## config.mk

```make
export PLATFORM = sky130hd
export DESIGN_NAME = axil_to_dev_req_flat
export DESIGN_NICKNAME = d
export VERILOG_FILES = /design/src/rtl/axil_pkg.sv /design/src/rtl/axil_to_dev_req_if.sv /design/src/rtl/axil_chan_buf.sv /design/src/rtl/axil_to_dev_req.sv /design/src/flat_wrapper.sv
export SDC_FILE = /design/constraint.sdc
export NUM_CORES = 1
export LEC_CHECK = 0
export ABC_AREA = 0
export CAP_MARGIN = 20
export CORE_MARGIN = 3
export CORE_UTILIZATION = 39
export DETAILED_ROUTE_END_ITERATION = 8
export PLACE_DENSITY = 0.89
export SLEW_MARGIN = 30
export SYNTH_ARGS = -nofsm -noshare
export SYNTH_HDL_FRONTEND = slang
export SYNTH_SLANG_ARGS = --single-unit
```

## constraint.sdc

```tcl
create_clock -name clk -period 1.6 [get_ports clk]
set_input_delay 0.16 -clock clk [delete_from_list [all_inputs] [get_ports clk]]
set_output_delay 0.16 -clock clk [all_outputs]
set_load 0.1 [all_outputs]
```

## src/rtl/axil_pkg.sv

```systemverilog
// Shared types for the AXI-Lite to device-request bridge.
// Latency: n/a (types and helpers only).
// Backpressure: n/a.
//
// Contents:
//   resp_e        AXI response codes used by the bridge.
//   state_e       Bridge FSM states.
//   wbeat_t       One buffered W beat (data + strobes).
//   resp_from_err Maps a device error flag to an AXI response.
package axil_pkg;

  localparam int DEV_ADDR_W = 32;
  localparam int DATA_W     = 32;
  localparam int STRB_W     = DATA_W / 8;

  typedef enum logic [1:0] {
    OKAY   = 2'b00,
    SLVERR = 2'b10,
    DECERR = 2'b11
  } resp_e;

  // IDLE  : waiting for an eligible buffered access
  // REQ   : device request driven, waiting for grant
  // WAIT  : granted, waiting for the device response pulse
  // BRESP : write response presented on B
  // RRESP : read response presented on R
  typedef enum logic [2:0] {
    IDLE  = 3'd0,
    REQ   = 3'd1,
    WAIT  = 3'd2,
    BRESP = 3'd3,
    RRESP = 3'd4
  } state_e;

  typedef struct packed {
    logic [DATA_W-1:0] wdata;
    logic [STRB_W-1:0] wstrb;
  } wbeat_t;

  function automatic resp_e resp_from_err(input logic err);
    return err ? SLVERR : OKAY;
  endfunction

endpackage

```

## src/rtl/axil_to_dev_req_if.sv

```systemverilog
// Bundles for the two sides of the bridge: host AXI-Lite and device req/gnt/rvalid.
// Latency: n/a (wires only).
// Backpressure: n/a.
//
// axil_lite_if : AXI-Lite AW/W/B/AR/R channels, no PROT.
//   slave  modport - the bridge (drives READY on AW/W/AR, VALID on B/R).
//   master modport - the host / testbench.
// dev_req_if   : single-word device request interface.
//   master modport - the bridge (drives req/addr/we/be/wdata).
//   slave  modport - the device register block.
interface axil_lite_if #(
  parameter int ADDR_WIDTH = 32
);
  logic [ADDR_WIDTH-1:0] S_AXI_AWADDR;
  logic                  S_AXI_AWVALID;
  logic                  S_AXI_AWREADY;
  logic [31:0]           S_AXI_WDATA;
  logic [3:0]            S_AXI_WSTRB;
  logic                  S_AXI_WVALID;
  logic                  S_AXI_WREADY;
  logic [1:0]            S_AXI_BRESP;
  logic                  S_AXI_BVALID;
  logic                  S_AXI_BREADY;
  logic [ADDR_WIDTH-1:0] S_AXI_ARADDR;
  logic                  S_AXI_ARVALID;
  logic                  S_AXI_ARREADY;
  logic [31:0]           S_AXI_RDATA;
  logic [1:0]            S_AXI_RRESP;
  logic                  S_AXI_RVALID;
  logic                  S_AXI_RREADY;

  modport slave (
    input  S_AXI_AWADDR, S_AXI_AWVALID,
    output S_AXI_AWREADY,
    input  S_AXI_WDATA, S_AXI_WSTRB, S_AXI_WVALID,
    output S_AXI_WREADY,
    output S_AXI_BRESP, S_AXI_BVALID,
    input  S_AXI_BREADY,
    input  S_AXI_ARADDR, S_AXI_ARVALID,
    output S_AXI_ARREADY,
    output S_AXI_RDATA, S_AXI_RRESP, S_AXI_RVALID,
    input  S_AXI_RREADY
  );

  modport master (
    output S_AXI_AWADDR, S_AXI_AWVALID,
    input  S_AXI_AWREADY,
    output S_AXI_WDATA, S_AXI_WSTRB, S_AXI_WVALID,
    input  S_AXI_WREADY,
    input  S_AXI_BRESP, S_AXI_BVALID,
    output S_AXI_BREADY,
    output S_AXI_ARADDR, S_AXI_ARVALID,
    input  S_AXI_ARREADY,
    input  S_AXI_RDATA, S_AXI_RRESP, S_AXI_RVALID,
    output S_AXI_RREADY
  );
endinterface

interface dev_req_if;
  logic        data_req_o;
  logic [31:0] data_addr_o;
  logic        data_we_o;
  logic [3:0]  data_be_o;
  logic [31:0] data_wdata_o;
  logic        data_gnt_i;
  logic        data_rvalid_i;
  logic        data_err_i;
  logic [31:0] data_rdata_i;

  modport master (
    output data_req_o, data_addr_o, data_we_o, data_be_o, data_wdata_o,
    input  data_gnt_i, data_rvalid_i, data_err_i, data_rdata_i
  );

  modport slave (
    input  data_req_o, data_addr_o, data_we_o, data_be_o, data_wdata_o,
    output data_gnt_i, data_rvalid_i, data_err_i, data_rdata_i
  );
endinterface

```

## src/rtl/axil_chan_buf.sv

```systemverilog
// One-entry holding register for a single AXI-Lite request channel (AW, W or AR).
// Latency: a load is visible on full/data the cycle after the handshake.
// Backpressure: the owner derives READY from !full; entry is held until clear.
//
// Ports:
//   clk, rst   clock, synchronous active-high reset
//   load       channel handshake this cycle (VALID & READY)
//   load_data  payload captured on load
//   clear      release the entry (response handshake); wins over load
//   full       entry holds a payload
//   data       held payload, stable while full
module axil_chan_buf #(
  parameter int WIDTH = 32
) (
  input  logic             clk,
  input  logic             rst,
  input  logic             load,
  input  logic [WIDTH-1:0] load_data,
  input  logic             clear,
  output logic             full,
  output logic [WIDTH-1:0] data
);

  always_ff @(posedge clk) begin
    if (rst) begin
      full <= 1'b0;
      data <= '0;
    end else if (clear) begin
      full <= 1'b0;
    end else if (load) begin
      full <= 1'b1;
      data <= load_data;
    end
  end

endmodule

```

## src/rtl/axil_to_dev_req.sv

```systemverilog
// AXI-Lite slave turning host register accesses into single-word device req/gnt/rvalid transactions.
// Latency: AW+W (or AR) handshake in T -> data_req_o T+2 -> BVALID/RVALID T+4 with immediate gnt and rvalid.
// Backpressure: 1-entry AW/W/AR buffers, released only on the B/R handshake; one access in flight.
//
// Ports:
//   clk    clock, all logic on posedge
//   rst    synchronous active-high reset (data_req_o is also masked combinationally)
//   s_axi  AXI-Lite slave side (axil_lite_if.slave)
//   dev    device request side (dev_req_if.master)
// Parameters:
//   ADDR_WIDTH  AXI address width (>=3); device address is zero-extended/truncated to 32 b
//   BASE_ADDR   start of decoded window (word aligned)
//   ADDR_SPAN   window size in bytes; misses get DECERR without touching the device
module axil_to_dev_req
  import axil_pkg::*;
#(
  parameter int          ADDR_WIDTH = 32,
  parameter logic [31:0] BASE_ADDR  = 32'h0000_0000,
  parameter logic [31:0] ADDR_SPAN  = 32'h0001_0000
) (
  input  logic  clk,
  input  logic  rst,
  axil_lite_if.slave s_axi,
  dev_req_if.master  dev
);

  localparam logic [ADDR_WIDTH-1:0] BASE_A = ADDR_WIDTH'(BASE_ADDR);

  // Offset is taken modulo 2^ADDR_WIDTH, so addresses below BASE wrap to a
  // huge offset and miss the window.
  function automatic logic in_window(input logic [ADDR_WIDTH-1:0] a);
    logic [ADDR_WIDTH-1:0] off;
    off = a - BASE_A;
    return 64'(off) < 64'(ADDR_SPAN);
  endfunction

  function automatic logic [DEV_ADDR_W-1:0] to_dev_addr(input logic [ADDR_WIDTH-1:0] a);
    return DEV_ADDR_W'(a) & 32'hFFFF_FFFC;
  endfunction

  // ---------------------------------------------------------------------------
  // Channel buffers
  // ---------------------------------------------------------------------------
  logic                  aw_full, w_full, ar_full;
  logic [ADDR_WIDTH-1:0] aw_addr, ar_addr;
  wbeat_t                w_in, w_q;
  logic                  aw_load, w_load, ar_load;
  logic                  wr_clear, rd_clear;

  // Keeps every READY low while rst is held and for the first edge after it,
  // so READY stays a function of registered state only.
  logic rdy_en_q;

  assign s_axi.S_AXI_AWREADY = rdy_en_q & ~aw_full;
  assign s_axi.S_AXI_WREADY  = rdy_en_q & ~w_full;
  assign s_axi.S_AXI_ARREADY = rdy_en_q & ~ar_full;

  assign aw_load = s_axi.S_AXI_AWVALID & s_axi.S_AXI_AWREADY;
  assign w_load  = s_axi.S_AXI_WVALID  & s_axi.S_AXI_WREADY;
  assign ar_load = s_axi.S_AXI_ARVALID & s_axi.S_AXI_ARREADY;

  assign w_in = '{wdata: s_axi.S_AXI_WDATA, wstrb: s_axi.S_AXI_WSTRB};

  axil_chan_buf #(.WIDTH(ADDR_WIDTH)) u_aw_buf (
    .clk       (clk),
    .rst       (rst),
    .load      (aw_load),
    .load_data (s_axi.S_AXI_AWADDR),
    .clear     (wr_clear),
    .full      (aw_full),
    .data      (aw_addr)
  );

  axil_chan_buf #(.WIDTH($bits(wbeat_t))) u_w_buf (
    .clk       (clk),
    .rst       (rst),
    .load      (w_load),
    .load_data (w_in),
    .clear     (wr_clear),
    .full      (w_full),
    .data      (w_q)
  );

  axil_chan_buf #(.WIDTH(ADDR_WIDTH)) u_ar_buf (
    .clk       (clk),
    .rst       (rst),
    .load      (ar_load),
    .load_data (s_axi.S_AXI_ARADDR),
    .clear     (rd_clear),
    .full      (ar_full),
    .data      (ar_addr)
  );

  // ---------------------------------------------------------------------------
  // Arbitration: round-robin between a complete write and a pending read.
  // prio_wr_q = 1 means the write wins a tie; it flips to the side not served.
  // ---------------------------------------------------------------------------
  logic wr_elig, rd_elig, pick_wr;

  assign wr_elig = aw_full & w_full;
  assign rd_elig = ar_full;

  // ---------------------------------------------------------------------------
  // FSM and response registers
  // ---------------------------------------------------------------------------
  state_e      state_q, state_d;
  logic        cur_we_q, cur_we_d;
  logic        prio_wr_q, prio_wr_d;
  resp_e       resp_q, resp_d;
  logic [31:0] rdata_q, rdata_d;
  logic        req_st, bvalid, rvalid;

  always_ff @(posedge clk) begin
    if (rst) begin
      state_q   <= IDLE;
      cur_we_q  <= 1'b0;
      prio_wr_q <= 1'b1;
      resp_q    <= OKAY;
      rdata_q   <= '0;
      rdy_en_q  <= 1'b0;
    end else begin
      state_q   <= state_d;
      cur_we_q  <= cur_we_d;
      prio_wr_q <= prio_wr_d;
      resp_q    <= resp_d;
      rdata_q   <= rdata_d;
      rdy_en_q  <= 1'b1;
    end
  end

  always_comb begin
    state_d   = state_q;
    cur_we_d  = cur_we_q;
    prio_wr_d = prio_wr_q;
    resp_d    = resp_q;
    rdata_d   = rdata_q;
    wr_clear  = 1'b0;
    rd_clear  = 1'b0;
    req_st    = 1'b0;
    bvalid    = 1'b0;
    rvalid    = 1'b0;
    pick_wr   = wr_elig & (~rd_elig | prio_wr_q);

    unique case (state_q)
      IDLE: begin
        if (pick_wr) begin
          cur_we_d  = 1'b1;
          prio_wr_d = 1'b0;
          if (in_window(aw_addr)) begin
            state_d = REQ;
          end else begin
            resp_d  = DECERR;
            state_d = BRESP;
          end
        end else if (rd_elig) begin
          cur_we_d  = 1'b0;
          prio_wr_d = 1'b1;
          rdata_d   = '0;
          if (in_window(ar_addr)) begin
            state_d = REQ;
          end else begin
            resp_d  = DECERR;
            state_d = RRESP;
          end
        end
      end

      REQ: begin
        req_st = 1'b1;
        if (dev.data_gnt_i) begin
          state_d = WAIT;
        end
      end

      // rvalid is only honoured here; stray pulses in other states are dropped.
      WAIT: begin
        if (dev.data_rvalid_i) begin
          resp_d  = resp_from_err(dev.data_err_i);
          rdata_d = cur_we_q ? '0 : dev.data_rdata_i;
          state_d = cur_we_q ? BRESP : RRESP;
        end
      end

      BRESP: begin
        bvalid = 1'b1;
        if (s_axi.S_AXI_BREADY) begin
          wr_clear = 1'b1;
          state_d  = IDLE;
        end
      end

      RRESP: begin
        rvalid = 1'b1;
        if (s_axi.S_AXI_RREADY) begin
          rd_clear = 1'b1;
          state_d  = IDLE;
        end
      end

      default: begin
        state_d = IDLE;
      end
    endcase
  end

  // ---------------------------------------------------------------------------
  // Outputs. Device-side signals are zero outside REQ so nothing stale leaks.
  // ---------------------------------------------------------------------------
  assign s_axi.S_AXI_BVALID = bvalid;
  assign s_axi.S_AXI_BRESP  = bvalid ? resp_q : OKAY;
  assign s_axi.S_AXI_RVALID = rvalid;
  assign s_axi.S_AXI_RRESP  = rvalid ? resp_q : OKAY;
  assign s_axi.S_AXI_RDATA  = rvalid ? rdata_q : '0;

  // Masked by rst so the request drops in the same cycle reset is raised.
  assign dev.data_req_o   = req_st & ~rst;
  assign dev.data_we_o    = req_st & cur_we_q;
  assign dev.data_addr_o  = req_st ? to_dev_addr(cur_we_q ? aw_addr : ar_addr) : '0;
  assign dev.data_be_o    = req_st ? (cur_we_q ? w_q.wstrb : 4'hF) : 4'h0;
  assign dev.data_wdata_o = (req_st & cur_we_q) ? w_q.wdata : '0;

endmodule

```

## src/flat_wrapper.sv

```systemverilog
// flat-port wrapper written by rule: the top's interface ports become plain ports
module axil_to_dev_req_flat import axil_pkg::*;
#(
  parameter int          ADDR_WIDTH = 32,
  parameter logic [31:0] BASE_ADDR  = 32'h0000_0000,
  parameter logic [31:0] ADDR_SPAN  = 32'h0001_0000
)
  (clk, rst, s_axi_S_AXI_AWADDR, s_axi_S_AXI_AWVALID, s_axi_S_AXI_AWREADY, s_axi_S_AXI_WDATA, s_axi_S_AXI_WSTRB, s_axi_S_AXI_WVALID, s_axi_S_AXI_WREADY, s_axi_S_AXI_BRESP, s_axi_S_AXI_BVALID, s_axi_S_AXI_BREADY, s_axi_S_AXI_ARADDR, s_axi_S_AXI_ARVALID, s_axi_S_AXI_ARREADY, s_axi_S_AXI_RDATA, s_axi_S_AXI_RRESP, s_axi_S_AXI_RVALID, s_axi_S_AXI_RREADY, dev_data_req_o, dev_data_addr_o, dev_data_we_o, dev_data_be_o, dev_data_wdata_o, dev_data_gnt_i, dev_data_rvalid_i, dev_data_err_i, dev_data_rdata_i);
  axil_lite_if #(.ADDR_WIDTH(ADDR_WIDTH)) s_axi_i ();
  dev_req_if dev_i ();
  input  logic clk;
  input  logic rst;
  input wire logic [$bits(s_axi_i.S_AXI_AWADDR)-1:0] s_axi_S_AXI_AWADDR;
  input wire logic [$bits(s_axi_i.S_AXI_AWVALID)-1:0] s_axi_S_AXI_AWVALID;
  output wire logic [$bits(s_axi_i.S_AXI_AWREADY)-1:0] s_axi_S_AXI_AWREADY;
  input wire logic [$bits(s_axi_i.S_AXI_WDATA)-1:0] s_axi_S_AXI_WDATA;
  input wire logic [$bits(s_axi_i.S_AXI_WSTRB)-1:0] s_axi_S_AXI_WSTRB;
  input wire logic [$bits(s_axi_i.S_AXI_WVALID)-1:0] s_axi_S_AXI_WVALID;
  output wire logic [$bits(s_axi_i.S_AXI_WREADY)-1:0] s_axi_S_AXI_WREADY;
  output wire logic [$bits(s_axi_i.S_AXI_BRESP)-1:0] s_axi_S_AXI_BRESP;
  output wire logic [$bits(s_axi_i.S_AXI_BVALID)-1:0] s_axi_S_AXI_BVALID;
  input wire logic [$bits(s_axi_i.S_AXI_BREADY)-1:0] s_axi_S_AXI_BREADY;
  input wire logic [$bits(s_axi_i.S_AXI_ARADDR)-1:0] s_axi_S_AXI_ARADDR;
  input wire logic [$bits(s_axi_i.S_AXI_ARVALID)-1:0] s_axi_S_AXI_ARVALID;
  output wire logic [$bits(s_axi_i.S_AXI_ARREADY)-1:0] s_axi_S_AXI_ARREADY;
  output wire logic [$bits(s_axi_i.S_AXI_RDATA)-1:0] s_axi_S_AXI_RDATA;
  output wire logic [$bits(s_axi_i.S_AXI_RRESP)-1:0] s_axi_S_AXI_RRESP;
  output wire logic [$bits(s_axi_i.S_AXI_RVALID)-1:0] s_axi_S_AXI_RVALID;
  input wire logic [$bits(s_axi_i.S_AXI_RREADY)-1:0] s_axi_S_AXI_RREADY;
  output wire logic [$bits(dev_i.data_req_o)-1:0] dev_data_req_o;
  output wire logic [$bits(dev_i.data_addr_o)-1:0] dev_data_addr_o;
  output wire logic [$bits(dev_i.data_we_o)-1:0] dev_data_we_o;
  output wire logic [$bits(dev_i.data_be_o)-1:0] dev_data_be_o;
  output wire logic [$bits(dev_i.data_wdata_o)-1:0] dev_data_wdata_o;
  input wire logic [$bits(dev_i.data_gnt_i)-1:0] dev_data_gnt_i;
  input wire logic [$bits(dev_i.data_rvalid_i)-1:0] dev_data_rvalid_i;
  input wire logic [$bits(dev_i.data_err_i)-1:0] dev_data_err_i;
  input wire logic [$bits(dev_i.data_rdata_i)-1:0] dev_data_rdata_i;
  assign s_axi_i.S_AXI_AWADDR = s_axi_S_AXI_AWADDR;
  assign s_axi_i.S_AXI_AWVALID = s_axi_S_AXI_AWVALID;
  assign s_axi_S_AXI_AWREADY = s_axi_i.S_AXI_AWREADY;
  assign s_axi_i.S_AXI_WDATA = s_axi_S_AXI_WDATA;
  assign s_axi_i.S_AXI_WSTRB = s_axi_S_AXI_WSTRB;
  assign s_axi_i.S_AXI_WVALID = s_axi_S_AXI_WVALID;
  assign s_axi_S_AXI_WREADY = s_axi_i.S_AXI_WREADY;
  assign s_axi_S_AXI_BRESP = s_axi_i.S_AXI_BRESP;
  assign s_axi_S_AXI_BVALID = s_axi_i.S_AXI_BVALID;
  assign s_axi_i.S_AXI_BREADY = s_axi_S_AXI_BREADY;
  assign s_axi_i.S_AXI_ARADDR = s_axi_S_AXI_ARADDR;
  assign s_axi_i.S_AXI_ARVALID = s_axi_S_AXI_ARVALID;
  assign s_axi_S_AXI_ARREADY = s_axi_i.S_AXI_ARREADY;
  assign s_axi_S_AXI_RDATA = s_axi_i.S_AXI_RDATA;
  assign s_axi_S_AXI_RRESP = s_axi_i.S_AXI_RRESP;
  assign s_axi_S_AXI_RVALID = s_axi_i.S_AXI_RVALID;
  assign s_axi_i.S_AXI_RREADY = s_axi_S_AXI_RREADY;
  assign dev_data_req_o = dev_i.data_req_o;
  assign dev_data_addr_o = dev_i.data_addr_o;
  assign dev_data_we_o = dev_i.data_we_o;
  assign dev_data_be_o = dev_i.data_be_o;
  assign dev_data_wdata_o = dev_i.data_wdata_o;
  assign dev_i.data_gnt_i = dev_data_gnt_i;
  assign dev_i.data_rvalid_i = dev_data_rvalid_i;
  assign dev_i.data_err_i = dev_data_err_i;
  assign dev_i.data_rdata_i = dev_data_rdata_i;
  axil_to_dev_req #(.ADDR_WIDTH(ADDR_WIDTH), .BASE_ADDR(BASE_ADDR), .ADDR_SPAN(ADDR_SPAN)) u_core (.clk(clk), .rst(rst), .s_axi(s_axi_i), .dev(dev_i));
endmodule
```

==> flow_metrics.py <==
metrics = {
    "run_status": {
        "outcome": "finished, violations left",
        "violations": "setup timing",
    },
    "logic_synthesis": {
        "yosys_warnings": 0,
        "synthMostInstantiatedCell": "nand2_1",
        "yosys.area_share.simple": 0.300,
        "async_flop_share": 0,
        "synth_edf_count": 0,
        "synthMuxAreaShare": 0.0490,
        "yosys.area_share.xor_xnor": 0,
        "yosysTopAreaCellShare": 0.454,
        "synth-main-ff-cell": "dfxtp_1",
        "seq_area_frac_synth": 0.454,
        "synth_top_family_by_area": "simple AND/OR/NAND/NOR gates",
        "yosysTopAreaCell": "dfxtp_1",
        "synth-seq-cells": 139,
        "avgSynthCellArea_um2": 7.56,
        "synth_common_cells": "nand2_1 (235), dfxtp_1 (139), a21oi_1 (138)",
        "synth_cells": 811,
        "ys_top_cells_by_area": "dfxtp_1 (45%), nand2_1 (14%), a21oi_1 (11%)",
        "yosys.cell_types.count": 40,
        "netlist_area_mm2": 0.00613,
        "synthAdderAreaFrac": 0,
        "synth_compound_area_frac": 0.139,
    },
    "cells_and_area": {
        "seqCellArea_mm2": 0.00279,
        "fin_util": 0.792,
        "final_cells": 1308,
        "diodes": 0,
        "syn_to_final_growth_pct": 97.8,
        "drive_above_1_share": 0.392,
        "fill_cells": 878,
        "multi_input_area_mm2": 0.00391,
        "final_area_mm2": 0.0121,
        "num-nets-final": 1227,
    },
    "flow_run": {
        "cap_violations": 0,
    },
    "sta": {
        "report.final.setup_viol": 172,
        "finalHoldViolations": 0,
        "period_needed_ps": 1950,
        "fin_hold_ws_ps": 262,
        "period_share": 1.22,
        "fin_setup_tns_ps": -36650,
        "worst_pin_slew_ps": 658,
        "rsz0062_at_grt": "yes",
        "fmax_mhz": 512,
        "worst_slack_ps": -354,
        "report.final.slew_viol_count": 0,
        "max_slew_margin": 0.562,
        "skew_ps": 9.16,
    },
    "global_route": {
        "overflow": 0,
        "first_global_vias": 6843,
        "grt_max_degree": 53,
        "grt_usage": 0.243,
        "grt_pass1_wl_um": 34000,
        "antenna_found_initial": 0,
    },
    "floorplan": {
        "rows": 45,
        "die_w_um": 131,
        "floorplan.initialDensity": 0.400,
        "die_area_mm2": 0.0173,
        "io_pins": 253,
        "core_mm2": 0.0153,
        "die_h_um": 131,
    },
    "route": {
        "num_vias": 7045,
        "vias_per_cell": 5.39,
        "postRouteAntennaNets": 0,
        "drt-wirelength-per-cell_um": 19.1,
        "drt-pass1-iter-count": 7,
        "dr.first_iter.drc_count": 347,
        "routed_wirelength_um": 25000,
        "drcViolationCount": 0,
    },
    "pwr": {
        "p_leak_nw": 4.40,
        "power.total_mw": 9.77,
        "ir_drop_v": 0.000747,
        "p_per_area_mw_per_mm2": 805,
    },
    "placement": {
        "io_buffers": 246,
        "place_inst": 1253,
        "place_area_mm2": 0.0106,
        "place_congestion": 0.825,
        "post-place-ws_ps": -10.9,
        "hpwlAfterDp_um": 15500,
    },
    "hold_path": {
        "hold_depth": 2,
        "holdPathEnd": "u_core.rdata_q[1]$_SDFFE_PP0P_",
        "min_from": "rst",
        "hold_path.class": "in2reg",
    },
    "clock_tree": {
        "htree_levels": 4,
        "cts_buffers": 17,
        "holdBufCountCts": 0,
        "root_buffer": "clkbuf_16",
        "clock_latency_ps": 420,
        "path_clk_slew_ps": 60,
        "cts_buffer_depth": 2,
        "cts_tree": "done",
        "clkSinkCount": 139,
    },
    "worst_setup_path": {
        "cp_top_family": "simple AND/OR/NAND/NOR gates",
        "worstSetupEndpointType": "primary output",
        "crit_type": "reg2out",
        "crit_required_ps": 1440,
        "crit_path_max_fanout": 17,
        "path_cells": "nor2b_4 -> buf_6 -> and3_4 -> buf_12 -> and2_4 -> buf_12",
        "ff2ff_setup_slack_ps": -140,
        "max_stage_delay_ps": 340,
        "cp_slowest_cell": "dfxtp_2",
        "regToRegStartpoint": "u_core.state_q[0]$_SDFFE_PP0P_",
        "critPathLaunchType": "register",
        "r2r_cells": 9,
        "worstPathArrival_ps": 1790,
        "path_buf_inv": 3,
        "r2r_end": "u_core.u_w_buf.data[5]$_SDFFE_PP0P_",
        "path_common_cell": "buf_12",
    },
}
-- layout by cell type, fill, tap and decap left out, drive strengths merged, types with 2 or more instances in the layout --
master         Yosys  routed
a21oi            138     138
clkinv             0      10
o32ai              2       2
nor3               2       2
conb               1       2
clkdlybuf4s50      0     136
mux2i             30      30
bufinv             0       2
dfxtp            139     139
o21a               3       3
o21ai              8       8
or3                2       2
and2              67      67
a211oi             2       2
nand2            235     235
nor2              39      39
nor2b              5       5
clkbuf            24      27
clkinvlp           0       2
nand3             38      38
buf               37     170
nor4               8       8
inv               10       9
and3               9       9
-- state kept, by name, indices dropped and copies added, names as in the netlist, 2 cells and up --
signal                cells
u_core.u_w_buf.data      36
u_core.rdata_q           32
u_core.u_ar_buf.data     30
u_core.u_aw_buf.data     30
u_core.state_q            3
u_core.resp_q             2
-- per-layer routing --
| layer | global-route usage | part of all wire |
|---|---|---|
| met1 | 0.257 | 0.37 |
| met2 | 0.455 | 0.54 |
| met3 | 0.0701 | 0.064 |
| met4 | 0.0928 | 0.032 |
| met5 | 0 | 0 |
-- area by class of cell --
cell class | count | share of cell area
repair buffers | 315 | 0.376
multi-input cells | 602 | 0.322
flip-flops and latches | 139 | 0.230
clock buffers | 18 | 0.0362
well taps | 211 | 0.0218
clock inverters | 13 | 0.0105
inverters | 10 | 0.00351
-- worst max path at each step --
| stage | slack, ps | cells after the start | startpoint | end |
|---|---|---|---|---|
| after floorplan | -70 | 6 | u_core.state_q[1]$_SDFFE_PP0P_ | s_axi_S_AXI_RDATA[22] |
| after global placement | -20 | 6 | u_core.u_aw_buf.data[19]$_SDFFE_PP0P_ | u_core.resp_q[1]$_SDFFE_PP0P_ |
| after detailed placement | -10 | 7 | dev_data_rvalid_i | u_core.rdata_q[11]$_SDFFE_PP0P_ |
| after CTS | -330 | 6 | u_core.state_q[0]$_SDFFE_PP0P_ | dev_data_wdata_o[31] |
| after global routing | -390 | 7 | u_core.state_q[0]$_SDFFE_PP0P_ | dev_data_be_o[1] |
| final | -350 | 6 | u_core.state_q[0]$_SDFFE_PP0P_ | dev_data_wdata_o[21] |
-- kinds of logic after synthesis --
kind of cell | Yosys count
buf+inv | 71
mux | 30
simple gates | 409
other cells | 1
compound gates | 161
flops | 139
-- repair_timing --
action                                  4_1_cts  5_1_grt
setup buffers                                 5        2
pin swaps                                     3       31
endpoints found under the setup margin      108      226
resized for setup                            31      125
cloned                                        3       15
-- power breakdown --
group	switching, mW	leakage [nW]	total (mW)	internal [mW]
sequential	0.114	1.13	3.73	3.61
combinational	1.16	2.99	2.18	1.02
clock	1.55	0.281	3.85	2.31
total	2.82	4.40	9.77	6.94
Note: power is estimated with default switching activity, not from simulation.
